<file path="src/rtl/cmp_pipe_if.sv">
// Request/result bus of the pipelined branch comparator.
// Request side: in_valid/in_ready handshake carrying cmpop, a, b, tag; flush
// kills everything in flight. Result side: out_valid/out_ready handshake
// carrying br_en, eq, lt, illegal, out_tag.
// master: the core issuing compares; slave: cmp_pipe.
interface cmp_pipe_if #(
   parameter int WIDTH = 32,
   parameter int TAG_W = 5
);
   logic             in_valid;
   logic             in_ready;
   logic [2:0]       cmpop;
   logic [WIDTH-1:0] a;
   logic [WIDTH-1:0] b;
   logic [TAG_W-1:0] tag;
   logic             flush;
   logic             out_valid;
   logic             out_ready;
   logic             br_en;
   logic             eq;
   logic             lt;
   logic             illegal;
   logic [TAG_W-1:0] out_tag;

   modport master (
      output in_valid, cmpop, a, b, tag, flush, out_ready,
      input  in_ready, out_valid, br_en, eq, lt, illegal, out_tag
   );

   modport slave (
      input  in_valid, cmpop, a, b, tag, flush, out_ready,
      output in_ready, out_valid, br_en, eq, lt, illegal, out_tag
   );
endinterface

</file>
<file path="src/rtl/cmp_pipe.sv">
// Pipelined RISC-V branch comparator with fixed latency STAGES.
// Ports:
//   clk          clock, rising edge
//   rst_n        asynchronous active-low reset
//   bus          cmp_pipe_if.slave request/result handshake bus
//   clr_cnt      synchronous clear of both performance counters
//   cnt_resolved saturating count of handed-off results
//   cnt_taken    saturating count of handed-off results with br_en=1
// The compare is evaluated combinationally on the request and captured into
// stage 1; stages 1..STAGES form an elastic shift pipeline and the outputs are
// driven straight from the last stage.
module cmp_pipe #(
   parameter int WIDTH  = 32,
   parameter int STAGES = 2,
   parameter int TAG_W  = 5,
   parameter int CNT_W  = 32
) (
   input  logic             clk,
   input  logic             rst_n,
   cmp_pipe_if.slave        bus,
   input  logic             clr_cnt,
   output logic [CNT_W-1:0] cnt_resolved,
   output logic [CNT_W-1:0] cnt_taken
);

   typedef struct packed {
      logic             br_en;
      logic             eq;
      logic             lt;
      logic             illegal;
      logic [TAG_W-1:0] tag;
   } res_t;

   res_t              res_in;
   res_t              res_src [0:STAGES-1];
   res_t              res_q   [1:STAGES];
   logic [STAGES:1]   vld;
   logic [STAGES:1]   rdy;
   logic [STAGES-1:0] vld_src;
   logic              all_full;
   logic              handoff;

   always_comb begin
      res_in         = '0;
      res_in.tag     = bus.tag;
      res_in.eq      = (bus.a == bus.b);
      res_in.lt      = bus.cmpop[1] ? (bus.a < bus.b)
                                    : ($signed(bus.a) < $signed(bus.b));
      res_in.illegal = (bus.cmpop[2:1] == 2'b01);
      case (bus.cmpop)
         3'b000:         res_in.br_en = res_in.eq;
         3'b001:         res_in.br_en = !res_in.eq;
         3'b100, 3'b110: res_in.br_en = res_in.lt;
         3'b101, 3'b111: res_in.br_en = !res_in.lt;
         default:        res_in.br_en = 1'b0;
      endcase
   end

   // Stage k can take new data when the consumer accepts or some stage at or
   // after k is empty; written as a suffix AND to avoid a combinational
   // self-loop through the rdy vector.
   always_comb begin
      rdy      = '0;
      all_full = 1'b1;
      for (int k = STAGES; k >= 1; k--) begin
         all_full = all_full & vld[k];
         rdy[k]   = bus.out_ready | ~all_full;
      end
   end

   always_comb begin
      vld_src    = '0;
      vld_src[0] = bus.in_valid;
      res_src[0] = res_in;
      for (int k = 1; k < STAGES; k++) begin
         vld_src[k] = vld[k];
         res_src[k] = res_q[k];
      end
   end

   always_ff @(posedge clk or negedge rst_n) begin
      if (!rst_n) begin
         vld <= '0;
         for (int k = 1; k <= STAGES; k++) begin
            res_q[k] <= '0;
         end
      end else begin
         for (int k = 1; k <= STAGES; k++) begin
            if (bus.flush) begin
               vld[k] <= 1'b0;
            end else if (rdy[k]) begin
               vld[k] <= vld_src[k-1];
            end
            if (rdy[k]) begin
               res_q[k] <= res_src[k-1];
            end
         end
      end
   end

   assign bus.in_ready  = rdy[1];
   assign bus.out_valid = vld[STAGES];
   assign bus.br_en     = res_q[STAGES].br_en;
   assign bus.eq        = res_q[STAGES].eq;
   assign bus.lt        = res_q[STAGES].lt;
   assign bus.illegal   = res_q[STAGES].illegal;
   assign bus.out_tag   = res_q[STAGES].tag;

   // A result presented during a flush is discarded, so it is not counted.
   assign handoff = bus.out_valid && bus.out_ready && !bus.flush;

   always_ff @(posedge clk or negedge rst_n) begin
      if (!rst_n) begin
         cnt_resolved <= '0;
         cnt_taken    <= '0;
      end else if (clr_cnt) begin
         cnt_resolved <= '0;
         cnt_taken    <= '0;
      end else if (handoff) begin
         if (cnt_resolved != '1) begin
            cnt_resolved <= cnt_resolved + CNT_W'(1);
         end
         if (bus.br_en && (cnt_taken != '1)) begin
            cnt_taken <= cnt_taken + CNT_W'(1);
         end
      end
   end

endmodule

</file>
<file path="src/flat_wrapper.sv">
// flat-port wrapper written by rule: the top's interface ports become plain ports
module cmp_pipe_flat 
#(
   parameter int WIDTH  = 32,
   parameter int STAGES = 2,
   parameter int TAG_W  = 5,
   parameter int CNT_W  = 32
)
  (clk, rst_n, clr_cnt, cnt_resolved, cnt_taken, bus_in_valid, bus_cmpop, bus_a, bus_b, bus_tag, bus_flush, bus_out_ready, bus_in_ready, bus_out_valid, bus_br_en, bus_eq, bus_lt, bus_illegal, bus_out_tag);
  cmp_pipe_if #(.WIDTH(WIDTH), .TAG_W(TAG_W)) bus_i ();
  input  logic clk;
  input  logic rst_n;
  input  logic clr_cnt;
  output logic [CNT_W-1:0] cnt_resolved;
  output logic [CNT_W-1:0] cnt_taken;
  input wire logic [$bits(bus_i.in_valid)-1:0] bus_in_valid;
  input wire logic [$bits(bus_i.cmpop)-1:0] bus_cmpop;
  input wire logic [$bits(bus_i.a)-1:0] bus_a;
  input wire logic [$bits(bus_i.b)-1:0] bus_b;
  input wire logic [$bits(bus_i.tag)-1:0] bus_tag;
  input wire logic [$bits(bus_i.flush)-1:0] bus_flush;
  input wire logic [$bits(bus_i.out_ready)-1:0] bus_out_ready;
  output wire logic [$bits(bus_i.in_ready)-1:0] bus_in_ready;
  output wire logic [$bits(bus_i.out_valid)-1:0] bus_out_valid;
  output wire logic [$bits(bus_i.br_en)-1:0] bus_br_en;
  output wire logic [$bits(bus_i.eq)-1:0] bus_eq;
  output wire logic [$bits(bus_i.lt)-1:0] bus_lt;
  output wire logic [$bits(bus_i.illegal)-1:0] bus_illegal;
  output wire logic [$bits(bus_i.out_tag)-1:0] bus_out_tag;
  assign bus_i.in_valid = bus_in_valid;
  assign bus_i.cmpop = bus_cmpop;
  assign bus_i.a = bus_a;
  assign bus_i.b = bus_b;
  assign bus_i.tag = bus_tag;
  assign bus_i.flush = bus_flush;
  assign bus_i.out_ready = bus_out_ready;
  assign bus_in_ready = bus_i.in_ready;
  assign bus_out_valid = bus_i.out_valid;
  assign bus_br_en = bus_i.br_en;
  assign bus_eq = bus_i.eq;
  assign bus_lt = bus_i.lt;
  assign bus_illegal = bus_i.illegal;
  assign bus_out_tag = bus_i.out_tag;
  cmp_pipe #(.WIDTH(WIDTH), .STAGES(STAGES), .TAG_W(TAG_W), .CNT_W(CNT_W)) u_core (.clk(clk), .rst_n(rst_n), .bus(bus_i), .clr_cnt(clr_cnt), .cnt_resolved(cnt_resolved), .cnt_taken(cnt_taken));
endmodule
</file>
<file path="config.mk">
export PLATFORM = sky130hd
export DESIGN_NAME = cmp_pipe_flat
export DESIGN_NICKNAME = d
export VERILOG_FILES = /design/src/rtl/cmp_pipe_if.sv /design/src/rtl/cmp_pipe.sv /design/src/flat_wrapper.sv
export SDC_FILE = /design/constraint.sdc
export NUM_CORES = 1
export LEC_CHECK = 0
export ABC_AREA = 1
export BUFFER_PORTS_ARGS = -buffer_cell sky130_fd_sc_hd__buf_4
export CAP_MARGIN = 25
export CORE_MARGIN = 2
export CORE_UTILIZATION = 55
export CTS_BUF_LIST = sky130_fd_sc_hd__clkbuf_4
export CTS_CLUSTER_DIAMETER = 40
export DETAILED_ROUTE_END_ITERATION = 6
export HOLD_SLACK_MARGIN = 0.08
export PLACE_DENSITY_LB_ADDON = 0.2
export SLEW_MARGIN = 20
export SYNTH_ARGS = -nofsm -noshare
export SYNTH_HDL_FRONTEND = slang
export SYNTH_SLANG_ARGS = --single-unit
</file>
<file path="constraint.sdc">
create_clock -name clk -period 4.5 [get_ports clk]
set_clock_uncertainty 0.05 [all_clocks]
set_input_delay 0.225 -clock clk [delete_from_list [all_inputs] [get_ports clk]]
set_output_delay 0.225 -clock clk [all_outputs]
set_load 0.01 [all_outputs]
</file>
==> summary by stage, run 1 <==
CTS
In this run the deepest clock path goes through 2 buffers. The number of buffers added for setup after CTS is 0. The tree is rooted in a sky130_fd_sc_hd__clkbuf_4. Clock latency on the worst-skew pair, taken at its later pin, is 0.46 ns. The clock-pin transition on the worst setup and hold timing paths is 0.16 ns. Post-CTS repair changed the size of 0 cells. The number of buffers inserted during clock tree synthesis is 9. For this design, the sink count on the clock tree is 84. TritonCTS built the clock tree. The H-tree depth is 3.

Floorplan
For this configuration, the core starts out at a cell density of 0.561. In this run the count of I/O pins placed on the die edge is 153. The core box area is 10,200 um^2.

The die is 106 um tall. The placement row count is 37. The die is 106 um wide. The floorplan step defined a die boundary enclosing 11,300 um^2.

Logic synthesis
The cell area that synthesis handed to floorplanning was 5740 um^2. The most numerous cell in the Yosys netlist is sky130_fd_sc_hd__nand2_1. The largest total area in the synthesized netlist belongs to sky130_fd_sc_hd__dfrtp_1. The count of state elements after synthesis is 84. The synthesized net count is 889. After synthesis, the cell types taking the most area are sky130_fd_sc_hd__dfrtp_1, sky130_fd_sc_hd__nand2_1, sky130_fd_sc_hd__ha_1, sky130_fd_sc_hd__inv_1, sky130_fd_sc_hd__nor2_1. The commonest cells after synthesis are sky130_fd_sc_hd__nand2_1, sky130_fd_sc_hd__inv_1, sky130_fd_sc_hd__dfrtp_1. Counting flops with an async set or reset pin after synthesis yields a share of 1.00.

The cell count after synthesis came out at 777. The count of flip-flops with a built-in enable after synthesis is 0. The yosys synthesis warning count is 0. The mean area per synthesized cell is 7.39 um^2. For this run, the leading register cell type out of synthesis is sky130_fd_sc_hd__dfrtp_1.

The proportion of netlist area held by the largest area contributor is 0.366. The synthesized netlist contains 39 unique library cells. The proportion of synthesized chip area in sequential cells is 0.366.

Power and ir drop
The worst-case vdd ir drop is 150 uV. The analysis attributes to net switching a power of 0.000459 W. The share of total power dissipated in combinational logic is 0.162.

The fraction of power spent switching nets is 0.311. The design draws 0.00148 W. In this run the static leakage power is 3.45 nW. The share of total power dissipated in the clock network is 0.306. Power spread over the standard cell area amounts to 206 nW/um^2. Internal power comes to 0.00102 W. The sequential group share of total power is 0.532.

Detailed routing
For this block, the initial DRC count from the detailed router was 461. After detailed routing, the average wire length per cell comes to 14.6 um. For this block, the routed nets add up to 15.6 mm of wire. The number of remaining DRC errors is 0. The detail route stage leaves a number of antenna-violating nets equal to 0. The detailed router placed 5,824 vias in this run.

The via density per instance is 5.43. The first-pass iteration count of the detailed router is 7.

Global route
The via count of the first global-routing pass is 5,779. The number of antenna violations at the first check in global routing was 0. For met3 alone, demand over resource in global routing was 0.0644.

Across every metal layer, demand over resource in global routing totals 0.290. The layer with the highest usage is met2. The met2 layer usage reported by global route is 0.477. After global routing the overflow that remains totals 0. The first global-routing pass estimated 26.4 mm of wire. The global routing met1 resource utilization is 0.378. Entering global routing, the biggest net connects 66 pins.

Timing
Setup repair after global routing left no endpoint under its margin. The pin slew with the least headroom to its limit is 0.856 ns. The final cycle utilization of the critical path is 0.612. Setup violations remaining at the end of the flow were counted as 0. The achievable clock frequency is 363 MHz.

The number of hold-slack violations in the final timing report came to 0. The max-slew violation count came to 0. Headroom to the max-slew limit came out at 0.427. The worst-case hold slack is 0.110 ns.

The smallest clock period supported by the final layout is computed as 2.75 ns. Setup total negative slack on the finished layout was measured at 0 ns.

Worst setup path
The type of element capturing the critical path is an output port. The arrival time of the worst setup path is 2.48 ns. The largest fanout of any net on the critical path is 18. The cell with the biggest individual delay on the critical path is sky130_fd_sc_hd__nor2_1. Walking the worst path, the cells encountered are inv_1 > nor2_1 > inv_1 > nor2_1 > inv_2 > buf_4.

STA classifies the critical path startpoint as a flop. The critical path's largest stage delay is 0.65 ns. The class of the most critical setup path is flop to output port. For the worst setup path, the data required time is 4.22 ns.

Cells and area
Of the cells placed in the final design, the portion with a size suffix greater than 1 is 0.215. The net count of the finished layout is 1,043. 0 antenna diodes ended up in the layout.

From synthesis to final layout, the design area changed by 25.0%. Once layout is done, the placed cells without fillers occupy 7180 um^2.

Place
Routability-driven placement finished with a final weighted congestion of 0.940. The total of buffers placed on input and output ports is 152. The wire-length estimate of the detail-placed layout is 12.1 mm. The instance area at placement is 6920 um^2.

Outcome
The run finished with clean final reports.

Flow run
Max-cap violations in this run came to 0.

Min path
The class of the tightest hold or removal check is primary input to asynchronous set/reset pin.
## metrics by stage
step,utilization,std cells,setup slack (ns)
finish,0.701,1072,1.75
global route,0.701,1072,1.47
CTS,0.701,1072,1.72
detailed placement,0.677,1045,1.91
global placement,0.677,1045,2.03
floorplan,-,777,2.58
## power by group through the flow
stage               Sequential [W]  Combinational, W  Clock [W]
floorplan                 0.000802          0.000122          0
global placement          0.000800          0.000223          0
detailed placement        0.000800          0.000233          0
CTS                       0.000787          0.000242   0.000462
global route              0.000789          0.000275   0.000496
finish                    0.000787          0.000240   0.000452
## per-layer routing
layer	routed length (um)	vias up
met3	1250	25
met4	298	0
met5	0	-
met1	6540	2707
met2	7550	237
li1	-	2855
## repair_timing
action / 4_1_cts / 5_1_grt
endpoints found under the hold margin: 28 / 0
setup endpoints to repair: 0 / 0
hold buffers: 11 / 0
## flip-flops by register name, indices dropped and copies added (netlist names)
register             count
u_core.bus.br_en         1
u_core.bus.eq            1
u_core.bus.illegal       1
u_core.bus.lt            1
u_core.bus.out_tag       5
u_core.cnt_resolved     32
u_core.cnt_taken        32
u_core.res_q             9
u_core.vld               2
## layout make-up
cell class                 instances  area, um^2
inverter                         106         399
fill                             872        3050
multi-input combinational        565        3100
timing repair buffer             165        1270
clock inverter                     7        76.3
sequential                        84        2100
clock buffer                       9        67.6
tap                              136         170
## worst paths after layout
kind / startpoint / to / slack (ns) / cells after the start
max in group asynchronous: rst_n / u_core.bus.illegal / 3.21 / 3
hold / removal: rst_n / u_core.cnt_resolved[23] / 0.11 / 2
setup reg to reg: u_core.vld[2] / u_core.res_q[14] / 1.78 / 8
min in group clk: clr_cnt / u_core.cnt_resolved[4] / 0.17 / 2
hold reg to reg: u_core.res_q[16] / u_core.bus.eq / 0.46 / 2
setup / recovery: u_core.vld[2] / bus_in_ready / 1.75 / 6
## worst max-delay path: cells and delay by family (launching register included)
kind,cells,cell delay (ns)
buf+inv,4,0.66
simple gates,2,0.93
flops,1,0.43
## cells in the final DEF (no fill, tap or decap), types with 5 or more instances in the layout
master	instances
sky130_fd_sc_hd__nand2_1	206
sky130_fd_sc_hd__buf_4	154
sky130_fd_sc_hd__inv_1	96
sky130_fd_sc_hd__dfrtp_1	84
sky130_fd_sc_hd__nor2_1	70
sky130_fd_sc_hd__a21oi_1	36
sky130_fd_sc_hd__ha_1	34
sky130_fd_sc_hd__nor3_1	30
sky130_fd_sc_hd__nand3_1	29
sky130_fd_sc_hd__o31ai_1	26
sky130_fd_sc_hd__xor2_1	24
sky130_fd_sc_hd__nand4_1	19
sky130_fd_sc_hd__o21ai_0	19
sky130_fd_sc_hd__o21ai_1	16
sky130_fd_sc_hd__dlygate4sd3_1	11
sky130_fd_sc_hd__nor4_1	10
sky130_fd_sc_hd__inv_2	9
sky130_fd_sc_hd__clkbuf_4	9
sky130_fd_sc_hd__xnor2_1	7
sky130_fd_sc_hd__nor3_2	7
sky130_fd_sc_hd__o21a_1	5
## cell families after synthesis
logic type / synth area share
simple gates: 0.305
compound gates: 0.113
flops: 0.366
fa+ha+maj: 0.0741
buf+inv: 0.0944
xor+xnor: 0.0473
No activity file was read; power rests on OpenSTA's default activity.
==> inputs of run 2 (changes only) <==
clock period = 2.6 ns   (was 4.5 ns; I/O delays follow)
==> summary by stage, run 2 (synthesis gave the netlist of run 1 again) <==
Outcome
Outcome: finished, final reports clean (unchanged).

Cells and area
The share of the core filled with cells is 0.708 (was 0.701). The total area of sequential cells is 2100 um^2 (unchanged). The fill cell instance count of the final layout came to 836 (was 872). The proportion of layout cells with a drive suffix above 1 is 0.221 (was 0.215). The layout overhead on the synthesized area was 26.2% (was 25.0%). The multi-input logic area is 3100 um^2 (unchanged). The number of diodes added for antenna fixing is 0 (unchanged). Most used cells in the layout excluding fill and tap cells: sky130_fd_sc_hd__nand2_1, sky130_fd_sc_hd__buf_4, sky130_fd_sc_hd__inv_1 (unchanged). The post-layout net count came to 1,053 (was 1,043). Biggest registers after layout: u_core.cnt_resolved: 32 flops, u_core.cnt_taken: 32 flops, u_core.res_q: 9 flops (unchanged).

The commonest non-fill, non-tap cell in the layout is sky130_fd_sc_hd__nand2_1 (unchanged).

Floorplan
The number of top-level pins is 153 (unchanged). The placement row count is 37 (unchanged). The initial core utilization was 0.561 (unchanged).

The floorplan die height is 106 um (unchanged). The floorplan die width is 106 um (unchanged). The full die area came to 11,300 um^2 (unchanged). The core box area is 10,200 um^2 (unchanged).

Global route
The total global routing track utilization was 0.291 (was 0.290). The number of antenna violations at the first check in global routing is 0 (unchanged). The via count of the first global-routing pass is 5,679 (was 5,779). The total global routing overflow is 0 (unchanged). The largest net degree at the start of global routing is 56 (was 66).

The global-route wire length before repair is 26.4 mm (about the same).

Detailed routing
The number of remaining DRC errors is 0 (unchanged). The detailed-route via count is 5,836 (was 5,824). The average detailed-routed wire length per instance is 14.9 um (was 14.6 um). The total length of routed wires came to 16.2 mm (was 15.6 mm). The violation count after the first detailed-route iteration was 463 (was 461). The via density per instance was 5.39 (was 5.43). The remaining antenna violation count after routing is 0 (unchanged).

The first-pass iteration count of the detailed router came to 5 (was 7).

Power and ir drop
The net switching power came to 0.000782 W (was 0.000459 W). The sequential group share of total power is 0.535 (was 0.532). The internal power component is 0.00176 W (was 0.00102 W). The part of the total power dissipated in combinational logic is 0.169 (was 0.162).

The overall power consumption was 0.00254 W (was 0.00148 W). The leakage power summed over all cells is 3.48 nW (was 3.45 nW). The power density normalized to cell area is 351 nW/um^2 (was 206 nW/um^2). The fraction of power spent switching nets is 0.308 (was 0.311). The worst-case vdd ir drop is 299 uV (was 150 uV).

The clock share of power is 0.295 (was 0.306).

Place
The sum of net half-perimeters after detailed placement came to 12.6 mm (was 12.1 mm). The total of buffers placed on input and output ports is 152 (unchanged). The final RePlAce weighted congestion was 1.01 (was 0.940).

Timing
The normalized max-slew margin is 0.478 (was 0.427). Unrepaired setup endpoints after global routing: no (unchanged). The max-slew violation count is 0 (unchanged). The number of hold-slack violations in the final timing report came to 0 (unchanged). The total setup violations reported at the end of the flow is 0 (unchanged). The worst-case hold slack is 0.145 ns (was 0.110 ns). In the finished design, the share of the clock period the worst path needs comes to 0.887.

The sum of negative setup slack is 0 ns (unchanged). The pin slew with the least headroom to its limit came to 0.776 ns (was 0.856 ns). The smallest clock period supported by the final layout is computed as 2.31 ns. Timing would allow up to 434 MHz.

Worst setup path
The class of the most critical setup path was flop to flop (was flop to output port). The critical path data required time came to 2.94 ns (was 4.22 ns). The flop-to-flop setup slack is 0.29 ns (was 1.78 ns).

The depth of the most critical reg-to-reg path came to 12 (was 8). The arrival time of the worst setup path came to 2.65 ns (was 2.48 ns). The type of element capturing the critical path is a flop (was output port). The largest fanout of any net on the critical path is 12 (was 18). The startpoint type of the worst setup path is a flop (unchanged).

CTS
The number of buffers inserted during clock tree synthesis is 9 (unchanged). The number of sinks handled by clock tree synthesis was 84 (unchanged). The TritonCTS clock tree was built (unchanged). The number of buffers added to fix hold violations after cts is 13 (was 11). The clock-pin transition on the worst setup and hold timing paths was 0.15 ns (was 0.16 ns). The later-pin clock latency in the skew report is 0.46 ns (about the same). The H-tree depth is 3 (unchanged). The buffer levels on the longest clock path is 2 (unchanged). The master cell of the clock root buffer was sky130_fd_sc_hd__clkbuf_4 (unchanged). The number of buffers added for setup after CTS is 0 (unchanged).

The post-cts gate resize count came to 0 (unchanged).

Flow run
The number of maximum-capacitance violations was 0 (unchanged).

Min path
The class of the tightest hold or removal check is primary input to flop (was primary input to asynchronous set/reset pin). Counting instances, the worst hold path has a depth of 7.
run 2: layout make-up:
type,instances,area share
multi-input combinational,565,0.427
sequential,84,0.290
inverter,106,0.0551
tap,136,0.0235
clock inverter,7,0.00864
timing repair buffer,175,0.186
clock buffer,9,0.00933
run 2: path summary, 6_finish.rpt:
path	start	to
max	u_core.cnt_resolved[0]	u_core.cnt_resolved[20]
min	bus_cmpop[0]	u_core.res_q[17]
max reg2reg	u_core.cnt_resolved[0]	u_core.cnt_resolved[20]
min reg2reg	u_core.res_q[16]	u_core.bus.eq
max in group asynchronous	rst_n	u_core.cnt_resolved[0]
min in group asynchronous	rst_n	u_core.cnt_resolved[29]
run 2: metal layers:
metal / GRT usage / up-vias / share of wire / wire [um]
met5: 0 / - / 0 / 0
met4: 0.0846 / 0 / 0.016 / 253
met3: 0.0607 / 23 / 0.086 / 1380
met2: 0.504 / 250 / 0.49 / 7880
met1: 0.367 / 2691 / 0.41 / 6640
li1: - / 2872 / - / -
run 2: metrics by stage:
stage                     setup WS [ns]  cell area [um^2]  instances
after floorplan                   0.682              5740        777
after global placement            0.332              6980       1053
after detailed placement          0.336              6980       1053
after CTS                         0.309              7240       1082
after global routing             0.0462              7240       1082
final                             0.293              7240       1082
run 2: critical path, stage by stage, from the launching register on:
cell	delay [ns]
sky130_fd_sc_hd__dfrtp_1	0.44
sky130_fd_sc_hd__ha_1	0.26
sky130_fd_sc_hd__nand3_1	0.12
sky130_fd_sc_hd__inv_1	0.06
sky130_fd_sc_hd__nand2_1	0.15
sky130_fd_sc_hd__nor2_2	0.07
sky130_fd_sc_hd__nand3_1	0.09
sky130_fd_sc_hd__nand2_1	0.23
sky130_fd_sc_hd__inv_2	0.25
sky130_fd_sc_hd__nand2_1	0.12
sky130_fd_sc_hd__nor3_1	0.19
sky130_fd_sc_hd__o21ai_0	0.10
sky130_fd_sc_hd__a21oi_1	0.12
run 2: power by group through the flow:
stage | combinational (W) | sequential, W | clock, W
floorplan | 0.000211 | 0.00139 | 0
global placement | 0.000399 | 0.00138 | 0
detailed placement | 0.000415 | 0.00138 | 0
CTS | 0.000432 | 0.00136 | 0.000764
global route | 0.000485 | 0.00136 | 0.000811
finish | 0.000430 | 0.00136 | 0.000750
==> inputs of run 3 (changes only) <==
CORE_MARGIN = 4   (was 2)
==> summary by stage, run 3 (synthesis gave the netlist of run 1 again) <==
Outcome
Outcome: finished, final reports clean (unchanged).

Cells and area
The layout overhead on the synthesized area came to 26.3% (was 26.2%). The proportion of layout cells with a drive suffix above 1 is 0.218 (was 0.221). Most used cells in the layout excluding fill and tap cells: sky130_fd_sc_hd__nand2_1, sky130_fd_sc_hd__buf_4, sky130_fd_sc_hd__inv_1 (unchanged). The filler-free cell count of the finished design was 1,079 (was 1,082). The post-layout net count is 1,050 (was 1,053). Biggest registers after layout: u_core.cnt_resolved: 32 flops, u_core.cnt_taken: 32 flops, u_core.res_q: 9 flops (unchanged).

The number of diodes added for antenna fixing is 0 (unchanged). The commonest non-fill, non-tap cell in the layout is sky130_fd_sc_hd__nand2_1 (unchanged). The share of the core filled with cells is 0.709 (was 0.708).

Detailed routing
The via density per instance is 5.40 (was 5.39). The violation count after the first detailed-route iteration was 425 (was 463). The average detailed-routed wire length per instance is 15.3 um (was 14.9 um). The detailed-route via count is 5,826 (was 5,836). The number of remaining DRC errors is 0 (unchanged). The first-pass iteration count of the detailed router was 7 (was 5). The total length of routed wires is 16.5 mm (was 16.2 mm). The remaining antenna violation count after routing came to 0 (unchanged).

Timing
The worst-case hold slack is 0.0908 ns (was 0.145 ns). The normalized max-slew margin is 0.619 (was 0.478). The max-slew violation count is 0 (unchanged). The final cycle utilization of the critical path is 0.911 (was 0.887). The number of hold-slack violations in the final timing report is 0 (unchanged). The achievable clock frequency is 422 MHz (was 434 MHz). The total setup violations reported at the end of the flow is 0 (unchanged).

The time the final worst path needs with I/O delays and setup is 2.37 ns (was 2.31 ns). The pin slew with the least headroom to its limit came to 0.566 ns (was 0.776 ns). Unrepaired setup endpoints after global routing: no (unchanged). The sum of negative setup slack is 0 ns (unchanged).

Worst setup path
The origin of the worst setup path is u_core.cnt_resolved[0] (unchanged). The class of the most critical setup path was flop to flop (unchanged). The arrival time of the worst setup path is 2.71 ns (was 2.65 ns). The cell repeated most along the worst path is sky130_fd_sc_hd__nand2_1 (unchanged). The critical path data required time was 2.95 ns (was 2.94 ns). The worst setup path endpoint is u_core.cnt_resolved[20] (unchanged).

The depth of the most critical reg-to-reg path was 12 (unchanged). The critical path's largest stage delay was 0.44 ns (about the same). The type of element capturing the critical path is a flop (unchanged). Cell breakdown of the critical path: ha_1 > nand3_1 > inv_1 > nand2_1 > nor2_2 > nand3_1 > nand2_1 > inv_2 > nand2_1 > nor3_1 > o21ai_0 > a21oi_1 (unchanged). The largest fanout of any net on the critical path is 12 (unchanged). The cell with the biggest individual delay on the critical path is sky130_fd_sc_hd__dfrtp_1 (unchanged). The start of the worst register-to-register path is u_core.cnt_resolved[0] (unchanged).

The end of the worst register-to-register path is u_core.cnt_resolved[20] (unchanged). The startpoint type of the worst setup path is a flop (unchanged). The flop-to-flop setup slack is 0.23 ns (was 0.29 ns).

Floorplan
The floorplan die height was 110 um (was 106 um). The full die area is 12,100 um^2 (was 11,300 um^2). The number of top-level pins is 153 (unchanged).

The floorplan die width is 110 um (was 106 um). The core box area is 10,200 um^2 (unchanged). The placement row count is 37 (unchanged). The initial core utilization was 0.561 (unchanged).

CTS
The number of buffers inserted during clock tree synthesis is 9 (unchanged). The number of buffers added for setup after CTS is 0 (unchanged). The TritonCTS clock tree is built (unchanged).

The number of sinks handled by clock tree synthesis is 84 (unchanged). The clock-pin transition on the worst setup and hold timing paths is 0.16 ns (was 0.15 ns). The buffer levels on the longest clock path is 2 (unchanged). The master cell of the clock root buffer is sky130_fd_sc_hd__clkbuf_4 (unchanged). The H-tree depth came to 3 (unchanged). The later-pin clock latency in the skew report is 0.46 ns (about the same).

Place
The instance count after placement with tap cells included was 1,050 (was 1,053). The total of buffers placed on input and output ports is 152 (unchanged). The sum of net half-perimeters after detailed placement is 12.8 mm (was 12.6 mm).

The final RePlAce weighted congestion is 0.974 (was 1.01).

Global route
The total global routing overflow is 0 (unchanged). The global-route wire length before repair is 27.2 mm (was 26.4 mm). The via count of the first global-routing pass is 5,674 (was 5,679).

The number of antenna violations at the first check in global routing was 0 (unchanged). The total global routing track utilization is 0.281 (was 0.291). The largest net degree at the start of global routing is 51 (was 56).

Min path
The class of the tightest hold or removal check is primary input to asynchronous set/reset pin (was primary input to flop).

Power and ir drop
The leakage power summed over all cells is 3.49 nW (was 3.48 nW). The internal power component is 0.00177 W (was 0.00176 W). The worst-case vdd ir drop came to 246 uV (was 299 uV).

The fraction of power spent switching nets is 0.312 (was 0.308). The net switching power is 0.000805 W (was 0.000782 W). The part of the total power dissipated in combinational logic is 0.168 (was 0.169). The clock share of power is 0.304 (was 0.295). The power density normalized to cell area is 356 nW/um^2 (was 351 nW/um^2). The sequential group share of total power is 0.528 (was 0.535). The overall power consumption is 0.00258 W (was 0.00254 W).

Flow run
The number of maximum-capacitance violations is 0 (unchanged).
run 3: cell types whose count changed in the layout (fill, tap and decap cells not counted), sizes merged:
cell | before | now
buf | 162 | 159
clkinvlp | 1 | 0
clkinv | 2 | 3
run 3: what timing repair did:
action                                  CTS  global route
endpoints found under the hold margin   108             0
endpoints found under the setup margin    0             1
resized for setup                         0             2
hold buffers                             13             0
run 3: stage by stage:
stage                     area [um^2]  setup WS [ns]
after floorplan                  5740          0.682
final                            7250          0.231
after CTS                        7250          0.251
after detailed placement         6970          0.285
after global placement           6970          0.352
after global routing             7250         0.0988
run 3: worst min-delay path by stage:
stage / startpoint / endpoint / slack (ns) / cells past startpoint
final: rst_n / u_core.cnt_resolved[22] / 0.09 / 2
after global placement: rst_n / u_core.cnt_resolved[25] / 0.05 / 1
after detailed placement: rst_n / u_core.cnt_resolved[25] / 0.06 / 1
after CTS: rst_n / u_core.cnt_resolved[22] / 0.09 / 2
after global routing: rst_n / u_core.cnt_resolved[18] / 0.12 / 2
after floorplan: rst_n / u_core.bus.br_en / -0.22 / 0
run 3: power by group through the flow:
stage | clock network, W | registers (W) | logic [W]
after detailed placement | 0 | 0.00139 | 0.000415
after floorplan | 0 | 0.00139 | 0.000211
final | 0.000785 | 0.00136 | 0.000432
after global placement | 0 | 0.00138 | 0.000397
after CTS | 0.000799 | 0.00136 | 0.000432
after global routing | 0.000861 | 0.00137 | 0.000490
run 3: area by class of cell:
type                            count  area (um^2)
Clock inverter                      7         76.3
Clock buffer                        9         67.6
Fill cell                         855         2980
Inverter                          106          402
Timing Repair Buffer              172         1340
Multi-Input combinational cell    565         3100
Sequential cell                    84         2100
Tap cell                          136          170
run 3: critical path, delay by kind of cell, from the launching register on:
family,cells,cell delay [ns]
buf+inv,2,0.34
fa+ha+maj,1,0.25
simple gates,7,0.99
flops,1,0.44
compound gates,2,0.25
run 3: layer usage:
layer	vias to the layer above	share of wire	track usage
li1	2873	-	-
met1	2705	0.42	0.364
met2	220	0.48	0.473
met3	28	0.073	0.0565
met4	0	0.018	0.0871
met5	-	0	0
